**config.mk**
```make
export PLATFORM = sky130hd
export DESIGN_NAME = switch_top
export DESIGN_NICKNAME = d
export VERILOG_FILES = /design/src/rtl/switch_top.sv
export SDC_FILE = /design/constraint.sdc
export NUM_CORES = 1
export LEC_CHECK = 0
export CAP_MARGIN = 10
export CELL_PAD_IN_SITES_DETAIL_PLACEMENT = 0
export CELL_PAD_IN_SITES_GLOBAL_PLACEMENT = 1
export CORE_ASPECT_RATIO = 1.1
export CORE_MARGIN = 2
export CORE_UTILIZATION = 25
export DETAILED_ROUTE_END_ITERATION = 12
export DONT_BUFFER_PORTS = 1
export HOLD_SLACK_MARGIN = 0.03
export PLACE_DENSITY_LB_ADDON = 0.1
export SLEW_MARGIN = 20
export SYNTH_ARGS = -nofsm -noshare
export SYNTH_HDL_FRONTEND = slang
export SYNTH_SLANG_ARGS = --single-unit
export TNS_END_PERCENT = 50
```
**constraint.sdc**
```tcl
create_clock -name clk -period 3.76 [get_ports clk]
set_input_delay 0.564 -clock clk [delete_from_list [all_inputs] [get_ports clk]]
set_output_delay 0.564 -clock clk [all_outputs]
set_load 0.03 [all_outputs]
```
**src/rtl/switch_top.sv**
```systemverilog
// Single-ingress, four-egress byte switch: frames are routed by their first byte (DA)
// to every egress FIFO whose configured address matches. Optional macro: SWITCH_BROADCAST_EN.

module switch_top #(
    parameter int FIFO_DEPTH = 8
) (
    input  logic       clk,
    input  logic       rst_n,
    input  logic       sw_enable_in,
    input  logic [7:0] data_in,
    output logic       read_out,
    output logic [7:0] port_out [4],
    output logic       port_ready [4],
    input  logic       port_read [4],
    input  logic       mem_sel_en,
    input  logic       mem_wr_rd_s,
    input  logic [7:0] mem_addr,
    input  logic [7:0] mem_wr_data,
    output logic [7:0] mem_rd_data,
    output logic       mem_ack
);

    // state    | meaning
    // ST_IDLE  | between frames; next valid byte is a DA
    // ST_FRAME | inside a frame; bytes follow the latched dest mask

    localparam int PW = (FIFO_DEPTH > 1) ? $clog2(FIFO_DEPTH) : 1;
    localparam int CW = PW + 1;
    localparam logic [CW-1:0] FULL_CNT = CW'(FIFO_DEPTH);

    typedef enum logic {
        ST_IDLE  = 1'b0,
        ST_FRAME = 1'b1
    } frame_state_t;

    frame_state_t   state;
    logic [3:0]     mask_q;
    logic [3:0]     match;
    logic [3:0]     dest_mask;
    logic [3:0]     push;
    logic [3:0]     pop;
    logic [3:0]     full;
    logic [3:0]     empty;

    logic [7:0]     port_addr [4];
    logic [7:0]     fifo_mem  [4][FIFO_DEPTH];
    logic [PW-1:0]  wr_ptr    [4];
    logic [PW-1:0]  rd_ptr    [4];
    logic [CW-1:0]  count     [4];

    // Config register bank; ack is issued for every sampled access, mapped or not.
    always_ff @(posedge clk or posedge rst_n) begin
        if (rst_n) begin
            for (int i = 0; i < 4; i++) begin
                port_addr[i] <= 8'h00;
            end
            mem_ack     <= 1'b0;
            mem_rd_data <= 8'h00;
        end else begin
            mem_ack <= mem_sel_en;
            if (mem_sel_en) begin
                if (mem_wr_rd_s) begin
                    if (mem_addr < 8'd4) begin
                        port_addr[mem_addr[1:0]] <= mem_wr_data;
                    end
                end else begin
                    mem_rd_data <= (mem_addr < 8'd4) ? port_addr[mem_addr[1:0]] : 8'h00;
                end
            end
        end
    end

    always_comb begin
        match = 4'b0000;
        for (int i = 0; i < 4; i++) begin
            match[i] = (port_addr[i] == data_in);
        end
`ifdef SWITCH_BROADCAST_EN
        if (data_in == 8'hFF) begin
            match = 4'b1111;
        end
`endif
    end

    // The DA cycle routes on the live compare; later bytes use the latched mask.
    always_comb begin
        dest_mask = 4'b0000;
        if (sw_enable_in) begin
            dest_mask = (state == ST_IDLE) ? match : mask_q;
        end
    end

    always_ff @(posedge clk or posedge rst_n) begin
        if (rst_n) begin
            state  <= ST_IDLE;
            mask_q <= 4'b0000;
        end else begin
            case (state)
                ST_IDLE: begin
                    if (sw_enable_in) begin
                        state  <= ST_FRAME;
                        mask_q <= match;
                    end
                end
                ST_FRAME: begin
                    if (!sw_enable_in) begin
                        state  <= ST_IDLE;
                        mask_q <= 4'b0000;
                    end
                end
                default: begin
                    state  <= ST_IDLE;
                    mask_q <= 4'b0000;
                end
            endcase
        end
    end

    // A full FIFO still accepts a byte when it is popped in the same cycle.
    always_comb begin
        full  = 4'b0000;
        empty = 4'b0000;
        push  = 4'b0000;
        pop   = 4'b0000;
        for (int i = 0; i < 4; i++) begin
            full[i]  = (count[i] == FULL_CNT);
            empty[i] = (count[i] == '0);
            pop[i]   = port_read[i] && !empty[i];
            push[i]  = dest_mask[i] && (!full[i] || pop[i]);
        end
    end

    always_ff @(posedge clk) begin
        for (int i = 0; i < 4; i++) begin
            if (push[i]) begin
                fifo_mem[i][wr_ptr[i]] <= data_in;
            end
        end
    end

    always_ff @(posedge clk or posedge rst_n) begin
        if (rst_n) begin
            for (int i = 0; i < 4; i++) begin
                wr_ptr[i] <= '0;
                rd_ptr[i] <= '0;
                count[i]  <= '0;
            end
        end else begin
            for (int i = 0; i < 4; i++) begin
                if (push[i]) begin
                    wr_ptr[i] <= wr_ptr[i] + PW'(1);
                end
                if (pop[i]) begin
                    rd_ptr[i] <= rd_ptr[i] + PW'(1);
                end
                case ({push[i], pop[i]})
                    2'b10:   count[i] <= count[i] + CW'(1);
                    2'b01:   count[i] <= count[i] - CW'(1);
                    default: count[i] <= count[i];
                endcase
            end
        end
    end

    always_comb begin
        for (int i = 0; i < 4; i++) begin
            port_ready[i] = !empty[i];
            port_out[i]   = empty[i] ? 8'h00 : fifo_mem[i][rd_ptr[i]];
        end
    end

    assign read_out = !rst_n && !(|full);

endmodule

```
==> impl_metrics.env, run 1 <==
export IMPL_outcome="completed"
export IMPL_total_of_fill_cells_in_the_finished_design=5750
export IMPL_global_route_peak_usage_layer="met2"
export IMPL_synth_enable_flop_cells=256
export IMPL_path_class="reg -> reg"
export IMPL_drc=0
export IMPL_final_common_cell="edfxtp_1"
export IMPL_drt_first_iter_violations=395
export IMPL_crit_family="simple AND/OR/NAND/NOR gates"
export IMPL_timing_critical_path_arrival_ps=3550
export IMPL_clk_latency_ps=560
export IMPL_antenna_found_initial=2
export IMPL_multi_input_logic_area_sq_um=4420
export IMPL_area_growth_synth_to_final_pct=17.1
export IMPL_critical_path_slowest_cell="nor4_2"
export IMPL_wl_per_cell_um=21.3
export IMPL_wl_um=35900
export IMPL_maxCapViolCount=0
export IMPL_cts_buffer_depth=3
export IMPL_period_minus_slack_ps=3110
export IMPL_net_count_synth=900
export IMPL_detailed_route_vias_per_instance=4.31
export IMPL_cts_inserted_buffers=41
export IMPL_finalCoreUtilization=0.296
export IMPL_tritoncts="done"
export IMPL_dpl_hpwl_um=22700
export IMPL_yosysWarningCount=0
export IMPL_critical_path_startpoint_type="register"
export IMPL_area_of_the_die_sq_um=59800
export IMPL_first_global_vias=7723
export IMPL_finalNetCount=956
export IMPL_die_w_um=233
export IMPL_grt_met3_usage=0.0289
export IMPL_grt_total_usage=0.123
export IMPL_slew_headroom=0.409
export IMPL_setup_total_negative_slack_ps=0
export IMPL_ctsRootBufferMaster="clkbuf_16"
export IMPL_groute_layer_met2_usage=0.204
export IMPL_timing_worst_slew_pin_value_ps=886
export IMPL_h_tree_depth=2
export IMPL_cells_along_the_critical_path="nor4_2 > nor2b_1 > nand3_1 > inv_1 > ha_1 > a21o_1 > a21oi_1 > nor3_1 > mux2_2 > a311o_1"
export IMPL_power_density_nw_per_um2=674
export IMPL_max_freq_mhz=322
export IMPL_crit_required_ps=4200
export IMPL_drive_above_1_share=0.250
export IMPL_drt_pass1_iter_count=4
export IMPL_first_pass_grt_wire_length_um=53600
export IMPL_n_antenna_cell=0
export IMPL_grt_start_max_net_pins=75
export IMPL_path_max_fanout=10
export IMPL_fin_skew_ps=12.7
export IMPL_grtUsageMet1=0.160
export IMPL_chipHeight_um=256
export IMPL_hp_class="in -> async"
export IMPL_setup_viol=0
export IMPL_drv_slew=0
export IMPL_layout_area_seq_sq_um=9840
export IMPL_cts_setup_buffers=0
export IMPL_cts_sinks=342
export IMPL_cp_end_kind="register"
export IMPL_critPathMaxStageDelay_ps=730
export IMPL_floorplan_core_area_sq_um=57300
export IMPL_placement_row_count=92
export IMPL_synthesized_netlist_cell_count=847
export IMPL_fraction_of_the_yosys_area_taken_by_sequential_cells=0.680
export IMPL_detail_route_antenna_nets=0
export IMPL_portBuffers=0
export IMPL_clkTransAtPathRegs_ps=60
export IMPL_io_pins=79
export IMPL_synth_ff_type="edfxtp_1"
export IMPL_gpl_final_weighted_congestion=0.673
export IMPL_number_of_register_bits_inferred_by_synthesis=342
export IMPL_worst_r2r_endpoint="count[11]$_DFFE_PP0P_"
export IMPL_path_buf_inv=1
export IMPL_synth_avg_cell_area_sq_um=17.1
export IMPL_peakVddDrop_uv=276
export IMPL_final_hold_violating_endpoints=0
export IMPL_gates_resized_cts_repair=0
export IMPL_synth_distinct_cells=43
export IMPL_place_area_sq_um=15600
export IMPL_finalInstanceArea_sq_um=16900
export IMPL_r2r_setup_slack_ps=650
export IMPL_leftover_overflow_at_the_end_of_global_routing=0
export IMPL_synth_area_sq_um=14500
export IMPL_grt_setup_unrepaired="no"
export IMPL_timing_reg2reg_worst_path_depth=10
export IMPL_fin_crit_sh=0.827
export IMPL_synth_async_sr_flop_share=0.251
export IMPL_most_frequent_cells_in_the_layout="edfxtp_1 (256), dfrtp_1 (86), mux4_2 (72)"
export IMPL_num_vias=7274
export IMPL_rr_startpoint="count[8]$_DFFE_PP0P_"
export IMPL_total_leakage_power_nw=5.99
export IMPL_initial_utilization=0.252
-- per-layer routing --
layer / up-vias / share of wire
met5: - / 0.00036
met4: 2 / 0.022
met3: 54 / 0.045
met2: 98 / 0.50
met1: 3758 / 0.44
li1: 3362 / -
-- what timing repair did --
action / CTS / global route
setup endpoints to repair: 0 / 0
hold buffers: 2 / 0
endpoints found under the hold margin: 2 / 0
-- how the worst max path moves through the flow --
stage,startpoint,endpoint,slack [ps],cells past startpoint
finish,count[8]$_DFFE_PP0P_,count[11]$_DFFE_PP0P_,650,10
global route,count[8]$_DFFE_PP0P_,count[11]$_DFFE_PP0P_,270,10
CTS,rd_ptr[6]$_DFFE_PP0P_,port_out[22],520,4
detailed placement,data_in[4],count[11]$_DFFE_PP0P_,570,11
global placement,data_in[1],count[11]$_DFFE_PP0P_,560,11
floorplan,data_in[7],fifo_mem[1][24]$_DFFE_PP_,910,6
-- power by group --
group	switching (mW)	internal [mW]	total, mW
logic	1.76	1.19	2.95
registers	0.401	4.24	4.64
clock network	1.59	2.24	3.83
-- flip-flops by register name (all words and copies together), names as in the netlist --
| name | cells |
|---|---|
| port_addr | 32 |
| fifo_mem | 256 |
| wr_ptr | 12 |
| rd_ptr | 12 |
| state | 1 |
| mem_rd_data | 8 |
| mem_ack | 1 |
| mask_q | 4 |
| count | 16 |
-- metrics by stage --
| step | worst slack (ps) | total power, mW | cells | hold WS (ps) |
|---|---|---|---|---|
| floorplan | 913 | 7.05 | 847 | 438 |
| global placement | 560 | 7.79 | 1610 | 456 |
| detailed placement | 573 | 7.78 | 1610 | 456 |
| CTS | 521 | 11.7 | 1688 | 61.3 |
| global route | 266 | 12.0 | 1688 | 45.2 |
| finish | 650 | 11.4 | 1688 | 6.25 |
-- cells by family after synthesis --
| family | after synthesis | synth area share |
|---|---|---|
| DFF | 342 | 0.680 |
| AOI/OAI and AO/OA | 40 | 0.0157 |
| adders and majority gates | 20 | 0.0178 |
| buffers and inverters | 55 | 0.0150 |
| xor gates and xnor gates | 64 | 0.0387 |
| and+or+nand+nor | 177 | 0.0636 |
| muxes | 149 | 0.169 |
-- synthesized netlist by cell type, types with 3 or more instances --
master	number	area share
mux2i_1	33	0.023
nor2b_1	4	0.0017
nor3_1	17	0.0059
xor2_1	44	0.027
xnor2_1	20	0.012
buf_1	14	0.0036
edfxtp_1	256	0.53
nor3b_1	15	0.0078
o21ai_0	23	0.0080
ha_1	19	0.016
nand2_1	51	0.013
mux2_2	44	0.034
nor4_1	3	0.0013
dfrtp_1	86	0.15
inv_1	21	0.0054
nor4_2	5	0.0043
o22ai_1	3	0.0013
clkbuf_1	12	0.0031
nand3_1	7	0.0024
nor2_1	52	0.013
nand4_1	3	0.0013
mux4_2	72	0.11
nand3b_1	4	0.0021
or3_1	3	0.0013
a21oi_1	7	0.0024
buf_2	8	0.0028
-- cell type report --
cell class | count | area share
clock buffer | 59 | 0.0688
clock inverter | 17 | 0.00790
inverter | 21 | 0.00495
multi-input combinational | 450 | 0.261
sequential | 342 | 0.581
tap | 752 | 0.0555
timing repair buffer | 47 | 0.0211
-- worst register-to-register path, stage by stage (launching register included) --
cell     delay, ps
dfrtp_1        410
nor4_2         730
nor2b_1        220
nand3_1        210
inv_1           90
ha_1           270
a21o_1         170
a21oi_1        300
nor3_1          70
mux2_2         270
a311o_1        260
Power figures use the tool's default switching activity.
==> run 2, diff against run 1 <==
==> constraint.sdc (replaced) <==
create_clock -name clk -period 2.8 [get_ports clk]
set_input_delay 0.42 -clock clk [delete_from_list [all_inputs] [get_ports clk]]
set_output_delay 0.42 -clock clk [all_outputs]
set_load 0.03 [all_outputs]
==> run 2 against run 1 <==
Critical path depth down 5. Flip-flop and latch count unchanged. Register-to-register slack worse by 500 ps. Total power up 41%. Non-clock buffer count up 89. Setup slack worse by 500 ps. Largest cell class unchanged. Largest power group unchanged.
==> impl_metrics.env, run 2 (synthesis results as in run 1) <==
export IMPL_cts_inserted_buffers=41
export IMPL_chipHeight_um=256
export IMPL_detailed_route_vias_per_instance=4.31
export IMPL_clkTransAtPathRegs_ps=60
export IMPL_antenna_found_initial=3
export IMPL_final_hold_violating_endpoints=0
export IMPL_max_freq_mhz=378
export IMPL_place_area_sq_um=16200
export IMPL_cts_buffer_depth=3
export IMPL_cts_sinks=342
export IMPL_path_max_fanout=16
export IMPL_h_tree_depth=2
export IMPL_multi_input_logic_area_sq_um=4560
export IMPL_first_pass_grt_wire_length_um=55300
export IMPL_critical_path_startpoint_type="register"
export IMPL_grt_setup_unrepaired="yes"
export IMPL_final_common_cell="edfxtp_1"
export IMPL_tritoncts="done"
export IMPL_io_pins=79
export IMPL_portBuffers=0
export IMPL_initial_utilization=0.252
export IMPL_peakVddDrop_uv=336
export IMPL_layout_area_seq_sq_um=9840
export IMPL_wl_per_cell_um=20.7
export IMPL_fin_total_pwr_mw=16.1
export IMPL_fin_skew_ps=12.3
export IMPL_grt_total_usage=0.127
export IMPL_dpl_hpwl_um=23100
export IMPL_holdWs_ps=109
export IMPL_drt_pass1_iter_count=4
export IMPL_gpl_final_weighted_congestion=0.698
export IMPL_max_ffs_per_register=256
export IMPL_post_place_ws_ps=-99.8
export IMPL_finalNetCount=1045
export IMPL_layout_setup_ws_ps=152
export IMPL_hp_class="in -> reg"
export IMPL_maxCapViolCount=0
export IMPL_grt_start_max_net_pins=46
export IMPL_placement_row_count=92
export IMPL_crit_required_ps=2380
export IMPL_fin_crit_sh=0.946
export IMPL_power_density_nw_per_um2=899
export IMPL_timing_worst_slew_pin_value_ps=687
export IMPL_cp_end_kind="output port"
export IMPL_drt_first_iter_violations=395
export IMPL_detail_route_antenna_nets=0
export IMPL_area_of_the_die_sq_um=59800
export IMPL_most_frequent_cells_in_the_layout="edfxtp_1 (256), buf_4 (111), dfrtp_1 (85)"
export IMPL_slew_headroom=0.542
export IMPL_wl_um=36900
export IMPL_total_leakage_power_nw=6.50
export IMPL_ctsRootBufferMaster="clkbuf_16"
export IMPL_period_minus_slack_ps=2650
export IMPL_drc=0
export IMPL_die_w_um=233
export IMPL_timing_critical_path_arrival_ps=2230
export IMPL_finalInstanceArea_sq_um=17900
export IMPL_path_class="reg -> out"
export IMPL_floorplan_core_area_sq_um=57300
export IMPL_setup_total_negative_slack_ps=0
export IMPL_outcome="completed"
export IMPL_first_global_vias=8145
export IMPL_total_of_fill_cells_in_the_finished_design=5637
export IMPL_drive_above_1_share=0.326
export IMPL_setup_viol=0
export IMPL_drv_slew=0
export IMPL_area_growth_synth_to_final_pct=23.5
export IMPL_clk_latency_ps=560
export IMPL_leftover_overflow_at_the_end_of_global_routing=0
export IMPL_num_vias=7676
## run 2: path summary, 6_finish.rpt
| path | start | cells after the start | end | slack [ps] |
|---|---|---|---|---|
| setup / recovery | rd_ptr[3]$_DFFE_PP0P_ | 5 | port_out[12] | 150 |
| hold / removal | port_read[2] | 2 | count[11]$_DFFE_PP0P_ | 110 |
| setup reg to reg | port_addr[17]$_DFFE_PP0P_ | 11 | count[11]$_DFFE_PP0P_ | 150 |
| hold reg to reg | mask_q[1]$_DFFE_PP0P_ | 2 | mask_q[1]$_DFFE_PP0P_ | 470 |
| max in group asynchronous | rst_n | 3 | wr_ptr[6]$_DFFE_PP0P_ | 1690 |
| min in group asynchronous | rst_n | 2 | port_addr[23]$_DFFE_PP0P_ | 440 |
## run 2: power breakdown
| part | internal (mW) | switching (mW) |
|---|---|---|
| clock network | 2.82 | 2.14 |
| logic | 2.29 | 2.69 |
| registers | 5.69 | 0.443 |
| total | 10.8 | 5.27 |
## run 2: critical path, cell delays in order (launching register included)
cell	delay, ps
dfrtp_1	430
buf_12	220
mux4_2	510
mux2i_1	250
nor2_1	70
buf_4	170
## run 2: stage by stage
step	utilization	instances
floorplan	-	847
global placement	0.282	1679
detailed placement	0.282	1679
CTS	0.309	1775
global route	0.312	1778
finish	0.312	1779
## run 2: metal layers
layer	global-route usage	wire length, um	up-vias
li1	-	-	3552
met1	0.163	16000	3961
met2	0.212	18500	103
met3	0.0294	1490	58
met4	0.0364	859	2
met5	0	13	-
## run 2: timing repair
item | CTS | global route
setup endpoints to repair | 14 | 18
hold endpoints to repair | 334 | 0
resized for setup | 4 | 26
buffers inserted | 0 | 2
hold buffers | 20 | 0
pin swaps | 1 | 12
## run 2: area by class of cell
type,count,area share
clock inverters,22,0.00917
diodes,2,0.000280
clock buffers,54,0.0601
well taps,752,0.0526
multi-input cells,450,0.255
flip-flops and latches,342,0.551
repair buffers,136,0.0679
inverters,21,0.00455
